<file path="src/rtl/exe_pkg.sv">
// Shared constants for the execute stage: ALU command codes, branch types,
// iterative-unit FSM states and operation selector.
// Optional feature macro: EXE_REM_EN (adds the unsigned remainder command).
package exe_pkg;

   localparam int EXE_WIDTH  = 32;
   localparam int EXE_REG_AW = 5;

   // ALU command codes
   localparam logic [3:0] CMD_ADD = 4'b0000;
   localparam logic [3:0] CMD_SUB = 4'b0010;
   localparam logic [3:0] CMD_AND = 4'b0100;
   localparam logic [3:0] CMD_OR  = 4'b0101;
   localparam logic [3:0] CMD_NOR = 4'b0110;
   localparam logic [3:0] CMD_XOR = 4'b0111;
   localparam logic [3:0] CMD_SLL = 4'b1000;
   localparam logic [3:0] CMD_SRA = 4'b1001;
   localparam logic [3:0] CMD_SRL = 4'b1010;
   localparam logic [3:0] CMD_MUL = 4'b1100;
   localparam logic [3:0] CMD_DIV = 4'b1101;
   localparam logic [3:0] CMD_REM = 4'b1110;

   // Branch types
   localparam logic [1:0] BR_NONE = 2'b00;
   localparam logic [1:0] BR_BEZ  = 2'b01;
   localparam logic [1:0] BR_BNE  = 2'b10;
   localparam logic [1:0] BR_JMP  = 2'b11;

   // Iterative unit FSM states
   localparam logic [1:0] ST_IDLE = 2'd0;
   localparam logic [1:0] ST_BUSY = 2'd1;
   localparam logic [1:0] ST_DONE = 2'd2;

   // Operation carried by the iterative unit
   typedef enum logic [1:0] {
      MD_MUL = 2'd0,
      MD_DIV = 2'd1,
      MD_REM = 2'd2
   } md_op_e;

endpackage

</file>
<file path="src/rtl/exe_stage_muldiv_iter.sv">
// Iterative multiply / divide unit. One shift-add (MUL) or restoring
// shift-subtract (DIV/REM) step per cycle, WIDTH steps per operation.
// The accumulator doubles as product (MUL) and partial remainder (DIV/REM);
// opa holds the shifting multiplicand or the dividend turning into quotient;
// opb holds the shifting multiplier or the constant divisor.
module muldiv_iter
   import exe_pkg::*;
#(
   parameter int WIDTH = EXE_WIDTH
) (
   input  logic             clk,
   input  logic             rst,
   input  logic             kill,
   input  logic             start,
   input  md_op_e           op,
   input  logic [WIDTH-1:0] a,
   input  logic [WIDTH-1:0] b,
   output logic             busy,
   output logic             done,
   output logic [WIDTH-1:0] result
);

   localparam int CW = $clog2(WIDTH + 1);

   logic [1:0]       state;
   md_op_e           op_q;
   logic [WIDTH-1:0] acc;
   logic [WIDTH-1:0] opa;
   logic [WIDTH-1:0] opb;
   logic [CW-1:0]    cnt;

   logic [WIDTH:0]   shifted;
   logic             fits;
   logic [WIDTH-1:0] sub;

   // Divider step: shift next dividend bit into the partial remainder and
   // test whether the divisor fits. A zero divisor always fits, which yields
   // an all-ones quotient and leaves the dividend as remainder.
   always_comb begin
      shifted = {acc, opa[WIDTH-1]};
      fits    = (shifted >= {1'b0, opb});
      sub     = shifted[WIDTH-1:0] - opb;
   end

   // Control FSM: IDLE -> BUSY (WIDTH steps) -> DONE -> IDLE; kill aborts.
   always_ff @(posedge clk) begin
      if (rst) begin
         state <= ST_IDLE;
      end else if (kill) begin
         state <= ST_IDLE;
      end else begin
         case (state)
            ST_IDLE: if (start) state <= ST_BUSY;
            ST_BUSY: if (cnt == CW'(WIDTH - 1)) state <= ST_DONE;
            ST_DONE: state <= ST_IDLE;
            default: state <= ST_IDLE;
         endcase
      end
   end

   // Datapath: capture operands on start, then one iteration per BUSY cycle.
   always_ff @(posedge clk) begin
      if (rst) begin
         acc  <= '0;
         opa  <= '0;
         opb  <= '0;
         cnt  <= '0;
         op_q <= MD_MUL;
      end else if (state == ST_IDLE && start && !kill) begin
         acc  <= '0;
         opa  <= a;
         opb  <= b;
         cnt  <= '0;
         op_q <= op;
      end else if (state == ST_BUSY) begin
         cnt <= cnt + 1'b1;
         if (op_q == MD_MUL) begin
            if (opb[0]) acc <= acc + opa;
            opa <= opa << 1;
            opb <= opb >> 1;
         end else begin
            acc <= fits ? sub : shifted[WIDTH-1:0];
            opa <= {opa[WIDTH-2:0], fits};
         end
      end
   end

   // Status and result selection
   always_comb begin
      busy   = (state == ST_BUSY);
      done   = (state == ST_DONE);
      result = (op_q == MD_DIV) ? opa : acc;
   end

endmodule

</file>
<file path="src/rtl/exe_stage_muldiv.sv">
// Execute stage with EXE/MEM output register. Single-cycle ALU and branch
// resolution; MUL/DIV (and REM when EXE_REM_EN is defined) go through the
// iterative unit and stall upstream until its DONE cycle, in which the held
// instruction is retired with the iterative result.
// Optional feature macro: EXE_REM_EN.
module exe_stage_muldiv
   import exe_pkg::*;
#(
   parameter int WIDTH  = EXE_WIDTH,
   parameter int REG_AW = EXE_REG_AW
) (
   input  logic              clk,
   input  logic              rst,
   input  logic              flush,
   input  logic              valid_in,
   input  logic [REG_AW-1:0] Dest_in,
   input  logic [WIDTH-1:0]  Reg2_in,
   input  logic [WIDTH-1:0]  Val1_in,
   input  logic [WIDTH-1:0]  Val2_in,
   input  logic [WIDTH-1:0]  PC_in,
   input  logic [1:0]        Br_type_in,
   input  logic [3:0]        EXE_CMD_in,
   input  logic              MEM_R_EN_in,
   input  logic              MEM_W_EN_in,
   input  logic              WB_EN_in,
   output logic              stall,
   output logic              busy,
   output logic              out_valid,
   output logic [WIDTH-1:0]  ALU_result,
   output logic              Br_taken,
   output logic [WIDTH-1:0]  Br_addr,
   output logic [REG_AW-1:0] Dest,
   output logic [WIDTH-1:0]  Reg2,
   output logic              MEM_R_EN,
   output logic              MEM_W_EN,
   output logic              WB_EN
);

   logic             is_md;
   md_op_e           md_op;
   logic             md_start;
   logic             md_busy;
   logic             md_done;
   logic [WIDTH-1:0] md_result;
   logic [WIDTH-1:0] alu_res;
   logic [WIDTH-1:0] br_target;
   logic             br_cond;
   logic [4:0]       shamt;

   // Decode which commands go to the iterative unit
   always_comb begin
      is_md = 1'b0;
      md_op = MD_MUL;
      case (EXE_CMD_in)
         CMD_MUL: begin is_md = 1'b1; md_op = MD_MUL; end
         CMD_DIV: begin is_md = 1'b1; md_op = MD_DIV; end
`ifdef EXE_REM_EN
         CMD_REM: begin is_md = 1'b1; md_op = MD_REM; end
`endif
         default: ;
      endcase
   end

   // Launch only from IDLE; while DONE the same instruction is still held
   // upstream and must not restart. Flush suppresses both launch and stall.
   always_comb begin
      md_start = valid_in && is_md && !md_busy && !md_done && !flush && !rst;
      stall    = !rst && !flush && (md_busy || md_start);
      busy     = md_busy;
   end

   muldiv_iter #(
      .WIDTH (WIDTH)
   ) u_muldiv (
      .clk    (clk),
      .rst    (rst),
      .kill   (flush),
      .start  (md_start),
      .op     (md_op),
      .a      (Val1_in),
      .b      (Val2_in),
      .busy   (md_busy),
      .done   (md_done),
      .result (md_result)
   );

   // Single-cycle ALU; unknown codes produce 0
   always_comb begin
      shamt   = Val2_in[4:0];
      alu_res = '0;
      case (EXE_CMD_in)
         CMD_ADD: alu_res = Val1_in + Val2_in;
         CMD_SUB: alu_res = Val1_in - Val2_in;
         CMD_AND: alu_res = Val1_in & Val2_in;
         CMD_OR:  alu_res = Val1_in | Val2_in;
         CMD_NOR: alu_res = ~(Val1_in | Val2_in);
         CMD_XOR: alu_res = Val1_in ^ Val2_in;
         CMD_SLL: alu_res = Val1_in << shamt;
         CMD_SRL: alu_res = Val1_in >> shamt;
         CMD_SRA: alu_res = $signed(Val1_in) >>> shamt;
         default: alu_res = '0;
      endcase
   end

   // Branch condition and target
   always_comb begin
      br_target = PC_in + (Val2_in << 2);
      case (Br_type_in)
         BR_BEZ:  br_cond = (Val1_in == '0);
         BR_BNE:  br_cond = (Val1_in != Reg2_in);
         BR_JMP:  br_cond = 1'b1;
         default: br_cond = 1'b0;
      endcase
   end

   // EXE/MEM register: bubble clears the control bits and holds data fields
   always_ff @(posedge clk) begin
      if (rst) begin
         out_valid  <= 1'b0;
         ALU_result <= '0;
         Br_taken   <= 1'b0;
         Br_addr    <= '0;
         Dest       <= '0;
         Reg2       <= '0;
         MEM_R_EN   <= 1'b0;
         MEM_W_EN   <= 1'b0;
         WB_EN      <= 1'b0;
      end else if (flush || stall || !valid_in) begin
         out_valid <= 1'b0;
         Br_taken  <= 1'b0;
         MEM_R_EN  <= 1'b0;
         MEM_W_EN  <= 1'b0;
         WB_EN     <= 1'b0;
      end else begin
         out_valid  <= 1'b1;
         ALU_result <= md_done ? md_result : alu_res;
         Br_taken   <= br_cond;
         Br_addr    <= br_target;
         Dest       <= Dest_in;
         Reg2       <= Reg2_in;
         MEM_R_EN   <= MEM_R_EN_in;
         MEM_W_EN   <= MEM_W_EN_in;
         WB_EN      <= WB_EN_in;
      end
   end

endmodule
</file>
<file path="config.mk">
export PLATFORM = sky130hd
export DESIGN_NAME = exe_stage_muldiv
export DESIGN_NICKNAME = d
export VERILOG_FILES = /design/src/rtl/exe_pkg.sv /design/src/rtl/exe_stage_muldiv_iter.sv /design/src/rtl/exe_stage_muldiv.sv
export SDC_FILE = /design/constraint.sdc
export NUM_CORES = 1
export LEC_CHECK = 0
export CAP_MARGIN = 5
export CORE_UTILIZATION = 45
export DETAILED_ROUTE_END_ITERATION = 7
export MAX_ROUTING_LAYER = met4
export PLACE_DENSITY_LB_ADDON = 0.25
export REMOVE_ABC_BUFFERS = 1
export SLEW_MARGIN = 10
export SYNTH_ARGS = -nofsm -noshare
export SYNTH_HDL_FRONTEND = slang
export SYNTH_HIERARCHICAL = 1
export SYNTH_SLANG_ARGS = --single-unit
</file>
<file path="constraint.sdc">
create_clock -name clk -period 5 [get_ports clk]
set_clock_uncertainty 0.15 [all_clocks]
set_input_delay 1 -clock clk [delete_from_list [all_inputs] [get_ports clk]]
set_output_delay 1 -clock clk [all_outputs]
set_load 0.05 [all_outputs]
</file>
# Word-level counts from Yosys, hierarchy flattened
# Cells that the tools add are included.
[word_totals]
input_bits = 146
output_inout_bits = 108
elab_cells = 99
ff_bits = 212
[op_classes]
eq_ne = 21
reduce_logical = 30
shift = 3
addsub = 6
mux = 19
magnitude_cmp = 1
n_bitwise = 4
[op_table]
columns = ["op", "n"]
rows = [
  ["32-bit two-way mux", 10],
  ["32-bit case mux with 9 select lines", 1],
  ["32-bit adder", 3],
  ["32-bit subtractor", 2],
  ["33-bit by 32-bit greater-or-equal comparator with 1-bit output", 1],
  ["32-bit AND", 1],
  ["32-bit logical NOT", 1],
  ["32-bit != test", 1],
  ["32-bit inverter", 1],
  ["32-bit bitwise OR", 1],
  ["32-bit by 5-bit << shifter with 32-bit output", 1],
  ["32-bit by 5-bit right shift with 32-bit output", 1],
  ["32-bit by 5-bit >>> shifter with 32-bit output", 1],
  ["32-bit bitwise XOR", 1],
  ["4-bit equality test (second input constant)", 5],
  ["4-bit by 3-bit equality test with 1-bit output (second input constant)", 4],
  ["1-bit logical AND", 9],
  ["2-bit OR reduction", 4],
  ["6-bit by 1-bit adder with 6-bit output (second input constant)", 1],
  ["2-bit by 1-bit equality test with 1-bit output (second input constant)", 3],
  ["2-bit equality test (second input constant)", 3],
  ["6-bit by 5-bit equality test with 1-bit output (second input constant)", 1],
  ["2-bit by 1-bit != test with 1-bit output (second input constant)", 3],
  ["2-bit AND reduction", 3],
  ["10 further kinds", 22],
]

# Logic depth before layout (Yosys ltp)
# Gate-level depths: netlist of run 1.
[depth]
depth_word = 13
depth_mapped = 19
mapped_depth_nobuf = 16

# Hierarchy
# Netlist of run 1, hierarchy kept.
[modules_own_cells]
columns = ["mod", "cells_per_inst", "seq_area_each_um2", "area_each_um2", "instances"]
rows = [
  ["exe_stage_muldiv", 1933, 2122.0, 14244.9, 1],
  ["muldiv_iter", 1171, 2122.0, 8625.8, 1],
]

# Worst setup path after synthesis of run 1
# Ideal clock, no wire load.
[synth_timing]
kind = "input to register"
start = "in Val2_in[0]"
end = "reg ALU_result[29]"
path_slack_ps = -455
setup_ps = 119
arrival_time_ps = 5187
stages = 18
path_buffers = 3
required_ps = 4731
cell_sequence = "buf_4 > inv_2 > buf_2 > buf_1 > ha_1 > nand4_1 > o41ai_1 > xnor2_1 > ha_1 > a21o_1 > a21o_1 > a21o_1 > a221o_1 > a221o_1 > or4_1 > nand4_1 > a21oi_1 > o221a_1"
[synth_between]
elab_chain_len = 3
word_cells_on_any_way = 7
classes_between = "add/sub (2); shift (3); mux (2)"
[synth_rtl]
columns = ["item", "line_no", "text"]
rows = [
  ["start, declared", "exe_stage_muldiv.sv:19", "input logic [WIDTH-1:0] Val2_in,"],
  ["32-bit subtractor (tied with other cells)", "exe_stage_muldiv.sv:93", "CMD_SUB: alu_res = Val1_in - Val2_in;"],
  ["32-bit case mux with 9 select lines *", "exe_stage_muldiv.sv:91", "case (EXE_CMD_in)"],
  ["32-bit two-way mux *", "exe_stage_muldiv.sv:136", "ALU_result <= md_done ? md_result : alu_res;"],
  ["end signal, assigned", "exe_stage_muldiv.sv:136", ""],
  ["end, declared", "exe_stage_muldiv.sv:29", "output logic [WIDTH-1:0] ALU_result,"],
]
# Every way passes the cells marked *; elsewhere a longest branch is shown, timed or not.
# A chain may end at the register's enable or synchronous reset.

# Worst setup path after layout of run 1
[layout_timing]
start = "in Val2_in[14]"
end = "reg ALU_result[29]"
[layout_between]
elab_chain_len = 3
word_cells_on_any_way = 4
classes_between = "add/sub (2); mux (2)"
[layout_rtl]
columns = ["item", "line_no"]
rows = [
  ["32-bit subtractor / 32-bit adder (equally long branches)", "exe_stage_muldiv.sv:93, exe_stage_muldiv.sv:92"],
  ["32-bit case mux with 9 select lines *", "exe_stage_muldiv.sv:91"],
  ["32-bit two-way mux *", "exe_stage_muldiv.sv:136"],
]
# Marks and branches as above.

==> results of run 1 <==
==> state kept, by name (all words and copies together), names as in the netlist <==
signal	count
Reg2	32
u_muldiv/op_q	2
Br_taken	1
out_valid	1
u_muldiv/opb	32
WB_EN	1
Dest	5
u_muldiv/state	2
u_muldiv/acc	32
ALU_result	32
u_muldiv/opa	32
Br_addr	32
u_muldiv/cnt	6
MEM_W_EN	1
MEM_R_EN	1
==> stage by stage <==
stage	area [µm²]	TNS (ns)	hold slack (ns)
4_1_cts	28080	0	0.3068
6_report	28100	0	0.3021
3_3_place_gp	27070	-1.076	0.2924
5_1_grt	28100	0	0.3201
2_1_floorplan	21910	-185.80	0.2969
3_5_place_dp	27070	-1.875	0.2939
==> Yosys cell counts, types with 20 or more instances <==
cell,instances
a211oi_1,51
a21o_1,52
a21oi_1,274
a221oi_1,20
a311oi_1,65
a31oi_1,30
and3_1,34
buf_1,26
buf_2,22
clkbuf_1,165
dfxtp_1,212
ha_1,190
inv_1,128
mux2_2,54
mux2i_1,89
mux4_2,45
nand2_1,481
nand2b_1,27
nand3_1,51
nand4_1,28
nor2_1,276
nor2b_1,26
nor3_1,50
nor4_1,27
o211ai_1,33
o21a_1,21
o21ai_0,172
o21ai_1,20
o22ai_1,20
xnor2_1,102
xor2_1,51
==> worst min-delay path: cells and delay by family (launching register included) <==
kind / cells / cell delay, ns
AOI/OAI and AO/OA: 1 / 0.05
DFF: 1 / 0.30
and+or+nand+nor: 1 / 0.05
==> metal layers <==
| metal | share of wire | wire length, µm | vias to the layer above | GRT usage |
|---|---|---|---|---|
| met1 | 0.41 | 42420 | 12216 | 0.4918 |
| met3 | 0.080 | 8258 | 297 | 0.06027 |
| li1 | - | - | 11902 | - |
| met5 | 0 | 0 | - | - |
| met4 | 0.059 | 6124 | 0 | 0.2070 |
| met2 | 0.45 | 46180 | 1250 | 0.6239 |
==> how the worst min path moves through the flow <==
stage | start | to
global route | Br_addr[13] | Br_addr[13]
floorplan | u_muldiv/op_q[1] | u_muldiv/op_q[1]
finish | Br_addr[25] | Br_addr[25]
global placement | Reg2[21] | Reg2[21]
detailed placement | Br_addr[8] | Br_addr[8]
CTS | Dest[2] | Dest[2]
==> cell type report <==
class	instances	area share
multi-input cells	2534	0.6136
well taps	672	0.02992
repair buffers	484	0.1521
inverters	132	0.01763
clock inverters	15	0.009440
flip-flops and latches	212	0.1510
clock buffers	33	0.02627
==> power by group <==
group	switching (W)	internal, W
Sequential	0.0000360	0.00174
Clock	0.000816	0.00140
Combinational	0.00135	0.000885
Total	0.00220	0.00403
==> kinds of logic (layout without fill, tap and decap cells) <==
group	count (synthesis)	count (layout)
xor+xnor	153	153
flops	212	212
other cells	1	1
buf+inv	358	664
simple gates	1069	1069
compound gates	928	928
mux	189	189
fa+ha+maj	194	194
==> summary.txt, run 1 <==
Critical path
  – Crit-path cells: clkdlybuf4s50_1, or4_4, or4_4, nor2_2, nor2_1, xnor2_1, ha_1, a21o_1, a21o_1, a221o_1, a221o_1, or4_1, nand4_1, a21oi_1, o221a_1
  – Worst Setup Start Kind: primary input
  – Crit-path max cell delay: 0.56 ns
  – Worst setup EP type: flip-flop
  – FF-to-FF setup slack: approximately 1.1 ns
  – Top delay family on crit path: simple AND/OR/NAND/NOR gates
  – CP arrival: between 5 and 6 ns
  – Setup Crit Path Kind: primary input to flip-flop
  – RR Startpoint: u_muldiv/opb[6]
  – Worst path required time: ~5.3 ns
  – Buf/Inv on CP: 1
  – Crit path from: Val2_in[14]
  – Slowest CP cell: or4_4
  – Crit Reg-Reg Endpoint: u_muldiv/acc[17]
  – WP depth: 15
  – CP Capture Point: ALU_result[29]
  – CP Max Fanout: 5
  – Reg2Reg Depth: 12

Timing
  – Final Hold Viols: 0
  – Tmin final: 4.856 ns
  – Final setup viols: 0
  – Final setup margin: 0.1437 ns
  – Final period util: 0.9713
  – Max Freq: 205.9 MHz
  – RSZ-0062 raised after global routing: no
  – Final Max Tran Viols: 0
  – Worst slew pin tran: 1.184 ns
  – Worst slew margin: 0.2084

Clock network
  – H-tree levels: 1
  – # resized after CTS: 0
  – CTS tree: done
  – Hold_buf cts: 0
  – Post-CTS Setup Bufs: 0
  – Clk buf depth: 3
  – Clk Latency, worst-skew pair: 0.56 ns
  – Clk root buf: clkbuf_16
  – CTS sink cnt: 212
  – Clk pin slew, worst setup/hold paths: ~0.060 ns
  – Cts bufs inserted: 26

Die
  – Starting Density: 0.4559
  – Die area: approximately 52000 µm²
  – Chip Height: ~230 µm
  – FP Rows: 82
  – Core footprint: about 50000 µm²
  – Ports: 254
  – DIE WIDTH: between 200 and 250 µm

Placed design
  – Dpl ws: -0.4753 ns
  – Placed wire-length estimate: between 70000 and 80000 µm
  – GPL Wtd Cong: ~1.1
  – Placed Instances: 4034
  – Port Buffers: approximately 250

Drt
  – Vias per inst: between 6 and 7
  – Post-route ant nets: 0
  – Residual DRC: 0
  – Drt wl/cell: between 20 and 30 µm
  – 1st-iter DRT viols: 2620
  – Via Count: 25665
  – Drt first pass iters: 7
  – Final WL: between 100000 and 150000 µm

Synthesis
  – Synth Area in XOR/XNOR: 0.05859
  – Synth Area in Adders: 0.1074
  – Syn avg cell area: approximately 7.4 µm²
  – Post-Syn Area: around 23000 µm²
  – Synth area leader: dfxtp_1
  – Async SR Flop Fraction: 0
  – EDFF count, synth: 0
  – Synth area leaders: dfxtp_1 (19%), ha_1 (10%), nand2_1 (7.9%)
  – Area share of the largest cell type after synthesis: 0.1856
  – Synth Area in Compound Gates: 0.2660
  – Synth Flop Type: dfxtp_1
  – Simple-Gate Fraction of Synth Area: 0.2082
  – Synthesized instance count: a little over 3000
  – YS warnings: 6
  – Library cells used by synthesis: between 90 and 100
  – Largest family of logic cells by synthesized area: compound AO/OA/AOI/OAI gates
  – Register bit total from synthesis: 212
  – Post-synthesis mux area share: 0.1103
  – Sequential-to-total area share from yosys stat: 0.1856

Status
  – Outcome: complete, no violations

Final layout
  – Fraction of layout cells with a size suffix above 1: 0.1238
  – Non-Filler Instances: between 4000 and 5000
  – P&R area growth vs syn: 22.86%
  – Final Util: 0.5601
  – Most frequent cells in the layout: nand2_1 (481), nor2_1 (275), a21oi_1 (274), clkdlybuf4s50_1 (244), buf_4 (231)
  – Fill count: roughly 4800
  – # diodes: 0
  – Commonest non-fill, non-tap cell in the layout: nand2_1
  – Register Area: 4244 µm²
  – Nets: roughly 3700
  – Area occupied by multi-input gates: 17240 µm²

Global route
  – Vias in the first global route: roughly 25000
  – Total global routing track utilization: 0.3974
  – First-pass GRT wire length: between 150000 and 200000 µm
  – Gr ovfl total: 0
  – Initial antenna violation count: 0
  – Largest net degree at the start of global routing: about 110

Pwr
  – Pwr dens: between 200 and 250 nW/µm²
  – Power Total: slightly above 0.006 W
  – P_leak: 11.51 nW
  – Worst VDD drop: roughly 0.27 mV

Min path
  – Min-delay worst type: flip-flop to flip-flop
  – Hold Path Depth: 2

Job
  – Max-cap violations: 0
Note: power is estimated with default switching activity, not from simulation.
==> inputs of run 2 (changes only) <==
--- a/config.mk
+++ b/config.mk
@@ -5,6 +5,7 @@
 export SDC_FILE = /design/constraint.sdc
 export NUM_CORES = 1
 export LEC_CHECK = 0
+export ABC_AREA = 1
 export CAP_MARGIN = 5
 export CORE_UTILIZATION = 45
 export DETAILED_ROUTE_END_ITERATION = 7
==> summary.txt, run 2 <==
Timing
  – Max Freq: 224.1 MHz (+8.8%)
  – Final Max Tran Viols: 0 (unchanged)
  – Final setup viols: 0 (unchanged)
  – Worst slew margin: 0.2402 (+0.03181)
  – Worst slew pin tran: 1.138 ns (-0.04529 ns)
  – Final Hold Viols: 0 (unchanged)
  – Tmin final: 4.463 ns (-0.3931 ns)
  – Setup TNS: 0 ns (unchanged)
  – Final hold slack: 0.3331 ns (+0.03097 ns)
  – Final period util: 0.8927 (-0.07861)
  – RSZ-0062 raised after global routing: no

Die
  – FP Rows: 85 (+3.7%)
  – Starting Density: 0.4595 (+0.003610)
  – Die area: 56430 µm² (+9.1%)
  – Core footprint: 54350 µm² (+8.3%)
  – Ports: 254 (unchanged)
  – Chip Height: 237.6 µm (+4.4%)
  – DIE WIDTH: 237.6 µm (+4.4%)

Synthesis
  – Synth Area in XOR/XNOR: 0.02666 (-0.03193)
  – Synth Flop Type: dfxtp_1
  – Synth Area in Compound Gates: 0.1516 (-0.1144)
  – Library cells used by synthesis: 56 (-40%)
  – Sequential-to-total area share from yosys stat: 0.1700 (-0.01560)
  – Syn avg cell area: 5.647 µm² (-23%)
  – Register bit total from synthesis: 212 (unchanged)
  – Synth Area in Adders: 0.09841 (-0.009034)
  – Top cells by count, synth: nand2_1 (1411), nand3_1 (539), inv_1 (506)
  – YS warnings: 6 (unchanged)
  – Async SR Flop Fraction: 0 (unchanged)
  – Synth area leaders: nand2_1 (21%), dfxtp_1 (17%), nand3_1 (11%)
  – EDFF count, synth: 0 (unchanged)
  – Area share of the largest cell type after synthesis: 0.2121 (+0.02654)
  – Post-synthesis mux area share: 0.002255 (-0.1081)
  – Largest family of logic cells by synthesized area: simple AND/OR/NAND/NOR gates
  – Most frequent cell after synthesis: nand2_1
  – Synth area leader: nand2_1
  – Post-Syn Area: 24970 µm² (+9.2%)
  – Synthesized instance count: 4422 (+42%)
  – Simple-Gate Fraction of Synth Area: 0.4352 (+0.2270)

Critical path
  – Worst path required time: 3.85 ns (-1.45 ns)
  – Worst Setup Start Kind: primary input
  – Most common cell on crit path: clkdlybuf4s50_1
  – Crit Reg-Reg Endpoint: u_muldiv/acc[30]
  – Top delay family on crit path: buffers and inverters
  – Reg2Reg Depth: 16 (+4)
  – FF-to-FF setup slack: 1.68 ns (+0.56 ns)
  – Slowest CP cell: clkdlybuf4s50_1
  – Worst setup EP type: primary output
  – Buf/Inv on CP: 3 (+2)
  – RR Startpoint: u_muldiv/acc[0]
  – CP arrival: 3.31 ns (-1.84 ns)
  – Crit-path max cell delay: 0.83 ns (+0.27 ns)
  – Crit-path cells: clkdlybuf4s50_1, buf_4, nand2_1, nor3_2, nand3_2, nand2_2, clkdlybuf4s50_1
  – CP Max Fanout: 3 (-2)
  – Setup Crit Path Kind: primary input to primary output

Clock network
  – Clk Latency, worst-skew pair: 0.57 ns (about the same)
  – CTS sink cnt: 212 (unchanged)
  – Clk pin slew, worst setup/hold paths: 0.06 ns (about the same)
  – Clk buf depth: 3 (unchanged)
  – Hold_buf cts: 0 (unchanged)
  – Post-CTS Setup Bufs: 0 (unchanged)
  – H-tree levels: 1 (unchanged)
  – CTS tree: done
  – # resized after CTS: 0 (unchanged)
  – Cts bufs inserted: 27 (+3.8%)
  – Clk root buf: clkbuf_16

Pwr
  – Worst VDD drop: 0.2802 mV (+4.7%)
  – Pwr dens: 208.7 nW/µm² (-5.9%)
  – Int Power: 0.003633 W (-9.9%)
  – Comb power frac: 0.379 (+0.020)
  – P_leak: 14.51 nW (+26%)
  – Seq pwr share: 0.294 (+0.009)
  – Net Sw Power: 0.002475 W (+12%)
  – Sw frac: 0.4052 (+0.05186)
  – Clock network fraction of design power: 0.327 (-0.029)

Drt
  – Post-route ant nets: 0 (unchanged)
  – Vias per inst: 5.777 (-8.1%)
  – Drt first pass iters: 6 (-1)
  – Via Count: 31178 (+21%)
  – Residual DRC: 0 (unchanged)
  – 1st-iter DRT viols: 3577 (+37%)
  – Final WL: 121800 µm (+18%)
  – Drt wl/cell: 22.56 µm (-11%)

Global route
  – Initial antenna violation count: 3 (+3)
  – First-pass GRT wire length: 178400 µm (+18%)
  – Total global routing track utilization: 0.4318 (+0.03444)
  – Gr ovfl total: 0 (unchanged)
  – Largest net degree at the start of global routing: 110 (+2.8%)
  – Vias in the first global route: 28731 (+17%)

Placed design
  – Port Buffers: 253 (unchanged)
  – Placed wire-length estimate: 97130 µm (+23%)
  – GPL Wtd Cong: 1.089 (+0.13%)

Final layout
  – Final Util: 0.5384 (-0.02166)
  – Commonest non-fill, non-tap cell in the layout: nand2_1
  – Area occupied by multi-input gates: 17880 µm² (+3.7%)
  – Register Area: 4244 µm² (unchanged)
  – Nets: 4973 (+33%)
  – Fill count: 5823 (+21%)
  – Most frequent cells in the layout: nand2_1 (1411), nand3_1 (539), inv_1 (506), nor2_1 (365), a21oi_1 (262)
  – Fraction of layout cells with a size suffix above 1: 0.05676 (-0.06699)
  – P&R area growth vs syn: 17.18%

Min path
  – Min-delay worst type: flip-flop to flip-flop
  – WHS Endpoint: u_muldiv/cnt[1]
  – Hold wc startpoint: u_muldiv/cnt[1]
  – Hold Path Depth: 2 (unchanged)

Job
  – Max-cap violations: 0 (unchanged)

Status
  – Outcome: complete, no violations
## run 2: cell count changes after synthesis, sizes merged, moves of 45 or more
cell and change:
xnor2 -72, mux2 -50, mux2i -89, a311oi -65, clkbuf -97, mux4 -45, inv +394, nand2 +946
nand3 +489, o21ai +79, a211oi -48, nand4 +45, nor2 +115
## run 2: metal layers
metal | vias to the layer above | track usage | part of all wire
met1 | 14218 | 0.5385 | 0.41
li1 | 14890 | - | -
met5 | - | - | 0
met3 | 363 | 0.09047 | 0.10
met2 | 1707 | 0.6466 | 0.43
met4 | 0 | 0.2413 | 0.067
## run 2: power groups by stage
stage,sequential (W),combinational (W),clock [W]
global route,0.00180,0.00248,0.00207
detailed placement,0.00183,0.00224,0
finish,0.00180,0.00231,0.00200
CTS,0.00180,0.00225,0.00201
floorplan,0.00203,0.00111,0
global placement,0.00183,0.00224,0
## run 2: cell type report
class,count,area share
repair buffers,354,0.1135
multi-input cells,3510,0.6110
diodes,7,0.0005986
flip-flops and latches,212,0.1450
well taps,739,0.03160
clock inverters,12,0.003378
inverters,528,0.06807
clock buffers,35,0.02685
## run 2: worst min-delay path, cell delays in order, from the launching register on
cell and delay, ns:
dfxtp_1 0.32, nand2_1 0.07, a21oi_1 0.05
## run 2: through the flow
step	setup slack [ns]	std cells	total power, W	area [µm²]
6_report	0.5367	5397	0.006108	29260
5_1_grt	0.4060	5393	0.006351	29250
4_1_cts	0.5819	5390	0.006056	29240
3_5_place_dp	0.06976	5343	0.004073	28360
3_3_place_gp	0.03796	5343	0.004076	28360
2_1_floorplan	-2.146	4250	0.003139	24070
## run 2: cells by family after synthesis
logic type / after synthesis
multiplexers: 5
adder cells (fa/ha/maj): 194
buffers and inverters: 700
other: 1
flip-flops: 212
AND/OR/NAND/NOR: 2543
XOR/XNOR: 76
AO/OA/AOI/OAI: 691
## run 2: how the worst max path moves through the flow
stage,from,to,slack (ns),cells after the start
after floorplan,u_muldiv/state[0],Br_addr[10],-2.15,12
after global placement,Val2_in[16],ALU_result[26],0.04,20
after detailed placement,Val2_in[16],ALU_result[26],0.07,20
after CTS,EXE_CMD_in[2],stall,0.58,7
after global routing,Val2_in[0],ALU_result[27],0.41,22
final,EXE_CMD_in[2],stall,0.54,7
